--- config.mk ---
export PLATFORM = sky130hd
export DESIGN_NAME = ccc_apb_cfg_master
export DESIGN_NICKNAME = d
export VERILOG_FILES = /design/src/rtl/ccc_cfg_pkg.sv /design/src/rtl/ccc_lock_sync.sv /design/src/rtl/ccc_apb_cfg_master.sv
export SDC_FILE = /design/constraint.sdc
export NUM_CORES = 1
export LEC_CHECK = 0
export CORE_MARGIN = 3
export CORE_UTILIZATION = 38
export DETAILED_ROUTE_END_ITERATION = 16
export PLACE_DENSITY = 0.75
export SYNTH_ARGS = -nofsm -noshare
export SYNTH_HDL_FRONTEND = slang
export SYNTH_SLANG_ARGS = --single-unit
--- constraint.sdc ---
create_clock -name clk -period 1.7 [get_ports clk]
set_input_delay 0.51 -clock clk [delete_from_list [all_inputs] [get_ports clk]]
set_output_delay 0.51 -clock clk [all_outputs]
set_load 0.02 [all_outputs]
--- src/rtl/ccc_cfg_pkg.sv ---
// Shared definitions for the CCC APB configuration master.
//   CCC_ADDR_W / CCC_DATA_W : APB address / data widths of the CCC config port
//   CCC_LOCK_TIMEOUT_DEF    : default PLL lock wait bound, in clk cycles
//   ccc_cfg_state_t         : master FSM state encoding
package ccc_cfg_pkg;
  localparam int CCC_ADDR_W           = 6;
  localparam int CCC_DATA_W           = 8;
  localparam int CCC_LOCK_TIMEOUT_DEF = 4096;

  typedef enum logic [2:0] {
    IDLE,
    SETUP,
    ACCESS,
    RESP,
    LOCK_WAIT
  } ccc_cfg_state_t;
endpackage

--- src/rtl/ccc_lock_sync.sv ---
// Multi-flop synchronizer for the asynchronous CCC LOCK output.
//   clk, reset : clock and synchronous active-high reset (clears the chain)
//   d          : asynchronous input
//   q          : synchronized output, SYNC_STAGES cycles behind d
module ccc_lock_sync #(
  parameter int SYNC_STAGES = 2
) (
  input  logic clk,
  input  logic reset,
  input  logic d,
  output logic q
);
  logic [SYNC_STAGES-1:0] sync_q;

  always_ff @(posedge clk) begin
    if (reset) sync_q <= '0;
    else       sync_q <= {sync_q[SYNC_STAGES-2:0], d};
  end

  assign q = sync_q[SYNC_STAGES-1];
endmodule

--- src/rtl/ccc_apb_cfg_master.sv ---
// Single-outstanding command front end that drives the CCC APB config port.
// A command is accepted in IDLE, run as one zero-wait APB transfer
// (SETUP, ACCESS), then answered with a one-cycle rsp_valid pulse.
// Build option: CCC_CFG_LOCK_WAIT_EN -- when defined, a commit write waits in
// LOCK_WAIT for the synchronized PLL lock (or LOCK_TIMEOUT cycles, which
// raises rsp_err) before responding.
//   cmd_*                 : command handshake and fields
//   rsp_valid/rdata/err   : response pulse, read data, lock-timeout flag
//   psel..pwdata, prdata  : APB initiator (clk doubles as PCLK, no PREADY)
//   pll_lock / lock_sync  : raw CCC LOCK input / its synchronized copy
module ccc_apb_cfg_master
  import ccc_cfg_pkg::*;
#(
  parameter int LOCK_TIMEOUT = CCC_LOCK_TIMEOUT_DEF,
  parameter int SYNC_STAGES  = 2
) (
  input  logic                  clk,
  input  logic                  reset,
  input  logic                  cmd_valid,
  output logic                  cmd_ready,
  input  logic                  cmd_write,
  input  logic                  cmd_commit,
  input  logic [CCC_ADDR_W-1:0] cmd_addr,
  input  logic [CCC_DATA_W-1:0] cmd_wdata,
  output logic                  rsp_valid,
  output logic [CCC_DATA_W-1:0] rsp_rdata,
  output logic                  rsp_err,
  output logic                  psel,
  output logic                  penable,
  output logic                  pwrite,
  output logic [CCC_ADDR_W-1:0] paddr,
  output logic [CCC_DATA_W-1:0] pwdata,
  input  logic [CCC_DATA_W-1:0] prdata,
  input  logic                  pll_lock,
  output logic                  lock_sync
);
  ccc_cfg_state_t        state_q, state_d;
  logic                  write_q;
  logic [CCC_ADDR_W-1:0] addr_q;
  logic [CCC_DATA_W-1:0] wdata_q;
  logic [CCC_DATA_W-1:0] rdata_q;
  logic                  accept;

  assign accept = (state_q == IDLE) && cmd_valid;

  ccc_lock_sync #(.SYNC_STAGES(SYNC_STAGES)) u_lock_sync (
    .clk   (clk),
    .reset (reset),
    .d     (pll_lock),
    .q     (lock_sync)
  );

`ifdef CCC_CFG_LOCK_WAIT_EN
  localparam int CNT_W = $clog2(LOCK_TIMEOUT + 1);

  logic [CNT_W-1:0] cnt_q;
  logic             commit_q;
  logic             err_q;
  logic             lock_seen;
  logic             tmo;

  // cnt_q is zero only in the first LOCK_WAIT cycle; lock_sync there may
  // still reflect the lock from before the reconfiguration, so skip it.
  assign lock_seen = lock_sync && (cnt_q != '0);
  assign tmo       = (cnt_q == CNT_W'(LOCK_TIMEOUT));

  always_ff @(posedge clk) begin
    if (reset) begin
      cnt_q    <= '0;
      commit_q <= 1'b0;
      err_q    <= 1'b0;
    end else begin
      if (accept) commit_q <= cmd_commit;
      if (state_q == ACCESS) begin
        cnt_q <= '0;
        err_q <= 1'b0;
      end else if (state_q == LOCK_WAIT) begin
        if (!tmo) cnt_q <= cnt_q + 1'b1;
        if (!lock_seen && tmo) err_q <= 1'b1;
      end
    end
  end

  assign rsp_err = err_q;
`else
  logic unused_nolock;
  assign unused_nolock = cmd_commit ^ (LOCK_TIMEOUT == 0);
  assign rsp_err       = 1'b0;
`endif

  // State register
  always_ff @(posedge clk) begin
    if (reset) state_q <= IDLE;
    else       state_q <= state_d;
  end

  // Next-state logic
  always_comb begin
    state_d = state_q;
    unique case (state_q)
      IDLE:   if (cmd_valid) state_d = SETUP;
      SETUP:  state_d = ACCESS;
`ifdef CCC_CFG_LOCK_WAIT_EN
      ACCESS: state_d = (write_q && commit_q) ? LOCK_WAIT : RESP;
      LOCK_WAIT: if (lock_seen || tmo) state_d = RESP;
`else
      ACCESS: state_d = RESP;
      LOCK_WAIT: state_d = IDLE;
`endif
      RESP:   state_d = IDLE;
      default: state_d = IDLE;
    endcase
  end

  // Output logic
  always_comb begin
    cmd_ready = 1'b0;
    psel      = 1'b0;
    penable   = 1'b0;
    pwrite    = 1'b0;
    rsp_valid = 1'b0;
    unique case (state_q)
      IDLE:   cmd_ready = 1'b1;
      SETUP:  begin psel = 1'b1; pwrite = write_q; end
      ACCESS: begin psel = 1'b1; penable = 1'b1; pwrite = write_q; end
      RESP:   rsp_valid = 1'b1;
      default: ;
    endcase
  end

  // Command capture and read data; paddr/pwdata keep the last command
  // between transfers.
  always_ff @(posedge clk) begin
    if (reset) begin
      write_q <= 1'b0;
      addr_q  <= '0;
      wdata_q <= '0;
      rdata_q <= '0;
    end else begin
      if (accept) begin
        write_q <= cmd_write;
        addr_q  <= cmd_addr;
        wdata_q <= cmd_wdata;
      end
      if (state_q == ACCESS) rdata_q <= write_q ? '0 : prdata;
    end
  end

  assign paddr     = addr_q;
  assign pwdata    = wdata_q;
  assign rsp_rdata = rdata_q;
endmodule

==> summary.txt <==
crit start category - flip-flop
Final WS setup - -0.03910 ns
Worst Hold Class - flip-flop to flip-flop
n_diodes - 0
post-synthesis net count - 157
Die Area - 3587 um^2
commonest non-fill, non-tap cell in the layout - nand2_1
Synth Area in XOR/XNOR - 0
final hold vios - 0
Final HPWL DP - 2.001 mm
Via density - 4.662
largest family of logic cells by synthesized area - simple AND/OR/NAND/NOR gates
final WL - 2.618 mm
Finished Cell Area - 1744 um^2
Initial DRT Pass Iterations - 4
Setup crit end kind - output pin
DR WL/cell - 12.29 um
Critical Path, Cell by Cell - inv_2, ha_4, and2_4, buf_6
clk slew on worst S/H paths - 0.14 ns
Yosys cell types - 19
Synth area leader - dfxtp_1
CP max-delay cell - dfxtp_2
failing checks - setup timing
compound-gate portion of the synthesized area - 0.1451
post-synthesis simple-gate area fraction - 0.2336
critical path type - flip-flop to output pin
first-pass GRT wire length - 4.250 mm
Adder-Cell Fraction of Synth Area - 0.05669
Avg Synthesized Cell Area - 8.900 um^2
GRT Overall Usage - 0.1517
fin util - 0.6676
run status - finished with violations
setup TNS - -0.03910 ns
sequential-to-total area share from yosys stat - 0.4898
clk_skew - 0.003307 ns
worst hold slack - 0.4642 ns
Pint - 1.390 mW
Starting Density - 0.4224
Post CTS Setup Buffer Count - 0
share of cells above drive strength 1 - 0.2077
Syn. warnings - 0
critical path data required time - 1.19 ns
grt total ovfl - 0
achievable clock frequency - 0.5750 GHz
Comb pwr share - 0.520
Worst path top cell family by delay - flip-flops
Residual DRC - 0
Setup WS pre-CTS - -0.1837 ns
CTS max path bufs - 2
initial antenna violation count - 0
area grow syn2layout - 58.05%
DR vias - 993
P_leak - 0.8002 nW
TritonCTS buffer count - 3
Initial DRC Count - 18
row count - 18
post-synth top area share - 0.4898
max-cap viol count - 0
Peak VDD IR - 1104 uV
Clock H-tree levels - 1
Netlist Area Pre-Place - 1104 um^2
Clock power frac - 0.122
Clk Latency, worst-skew pair - 0.32 ns
I/O pin count - 57
Max Slew Vio Count - 0
most frequent cells in the layout - nand2_1, clkdlybuf4s50_1, dfxtp_1
RSZ-0062 raised after global routing - yes
clock sinks - 27
Reg power frac - 0.358
largest net degree at the start of global routing - 28
placement-stage cell area - 1700 um^2
vias in the first global route - 979
die height - 59.89 um
cell count after synthesis - 124
gpl congestion - 0.7240
Max FO, Critical Path - 3
PD cells - 1289 nW/um^2
min cycle time layout - 1.739 ns
fin cells - 213
Fill cells - 238
Switch Pwr - 0.8584 mW
final worst-path cycle share - 1.023
DRT antenna net count - 0
Tot Pwr - 2.248 mW
Worst path max stage delay - 0.36 ns
CTS tree - yes
mux cell area share after synthesis - 0.009070
nets - 217
Die Span X - 59.89 um
flip-flop and latch count after synthesis - 27
# setup viols final - 1
Core Region - 2613 um^2
Root Buffer - clkbuf_4
Critical Path AT - 1.23 ns
Cells after DPL - 209
Port Buffer Count - 54
Area contributors post-synth - dfxtp_1, nand2_1, a21oi_2
CP bufs+invs - 2
sw frac - 0.3819
==> area by class of cell <==
type | instances | area (um^2) | area share
Timing Repair Buffer | 63 | 591.8 | 0.3393
Sequential cell | 27 | 543.0 | 0.3113
Inverter | 2 | 7.507 | 0.004304
Clock buffer | 3 | 22.52 | 0.01291
Multi-Input combinational cell | 87 | 534.3 | 0.3063
Clock inverter | 1 | 7.507 | 0.004304
Tap cell | 30 | 37.54 | 0.02152
==> registers in the layout, indices dropped and copies added (netlist names) <==
register / flops
write_q: 1
u_lock_sync.sync_q: 2
rsp_rdata: 8
paddr: 6
pwdata: 8
state_q: 2
==> worst reg2reg max path: cells and delay by family (launching register included) <==
kind                     cells  cell delay, ns
buffers and inverters        2            0.20
AO/OA/AOI/OAI                1            0.19
AND/OR/NAND/NOR              2            0.33
adder cells (fa/ha/maj)      1            0.29
flip-flops                   1            0.36
==> cells by family after synthesis <==
family	Yosys count
AND/OR/NAND/NOR	56
flip-flops	27
AO/OA/AOI/OAI	24
buffers and inverters	10
adder cells (fa/ha/maj)	5
multiplexers	1
other	1
==> power by group through the flow <==
stage                     Combinational, mW  Sequential (mW)  Clock [mW]
after global routing                   1.28            0.818       0.305
after detailed placement               1.12            0.815           0
after global placement                 1.10            0.810           0
final                                  1.17            0.805       0.275
after CTS                              1.14            0.806       0.289
after floorplan                       0.544            0.928           0
==> per-layer routing <==
metal	global-route usage	share of wire	vias up	routed length, um
li1	-	-	509	-
met4	0.03797	0.0031	0	8
met3	0.03456	0.097	2	253
met1	0.1995	0.45	442	1183
met2	0.2500	0.45	40	1172
met5	0	0	-	0
==> path summary, 6_finish.rpt <==
path                               endpoint               startpoint  slack (ns)  cells past startpoint
setup / recovery                     pwrite  state_q[1]$_SDFFE_PP0P_       -0.04                      4
hold / removal       pwdata[4]$_SDFFE_PP0P_   pwdata[4]$_SDFFE_PP0P_        0.46                      2
setup reg to reg  rsp_rdata[0]$_SDFFE_PP0N_  state_q[0]$_SDFFE_PP0P_        0.23                      6
hold reg to reg      pwdata[4]$_SDFFE_PP0P_   pwdata[4]$_SDFFE_PP0P_        0.46                      2
==> Yosys cell counts <==
cell / n
nand2b_1: 1
nand2_1: 29
a21oi_1: 13
buf_8: 1
and2b_1: 6
dfxtp_1: 27
nor2_1: 11
buf_2: 4
conb_1: 1
ha_1: 5
mux2i_1: 1
buf_6: 1
a21oi_2: 10
nor2b_1: 5
nand2_2: 2
buf_4: 2
a211oi_1: 1
inv_1: 2
and2_1: 2
==> timing repair <==
action                     CTS  global route
setup endpoints to repair   28             3
resized for setup           59             2
pin swaps                    2             1
hold buffers                 0             0
Note: power is estimated with default switching activity, not from simulation.
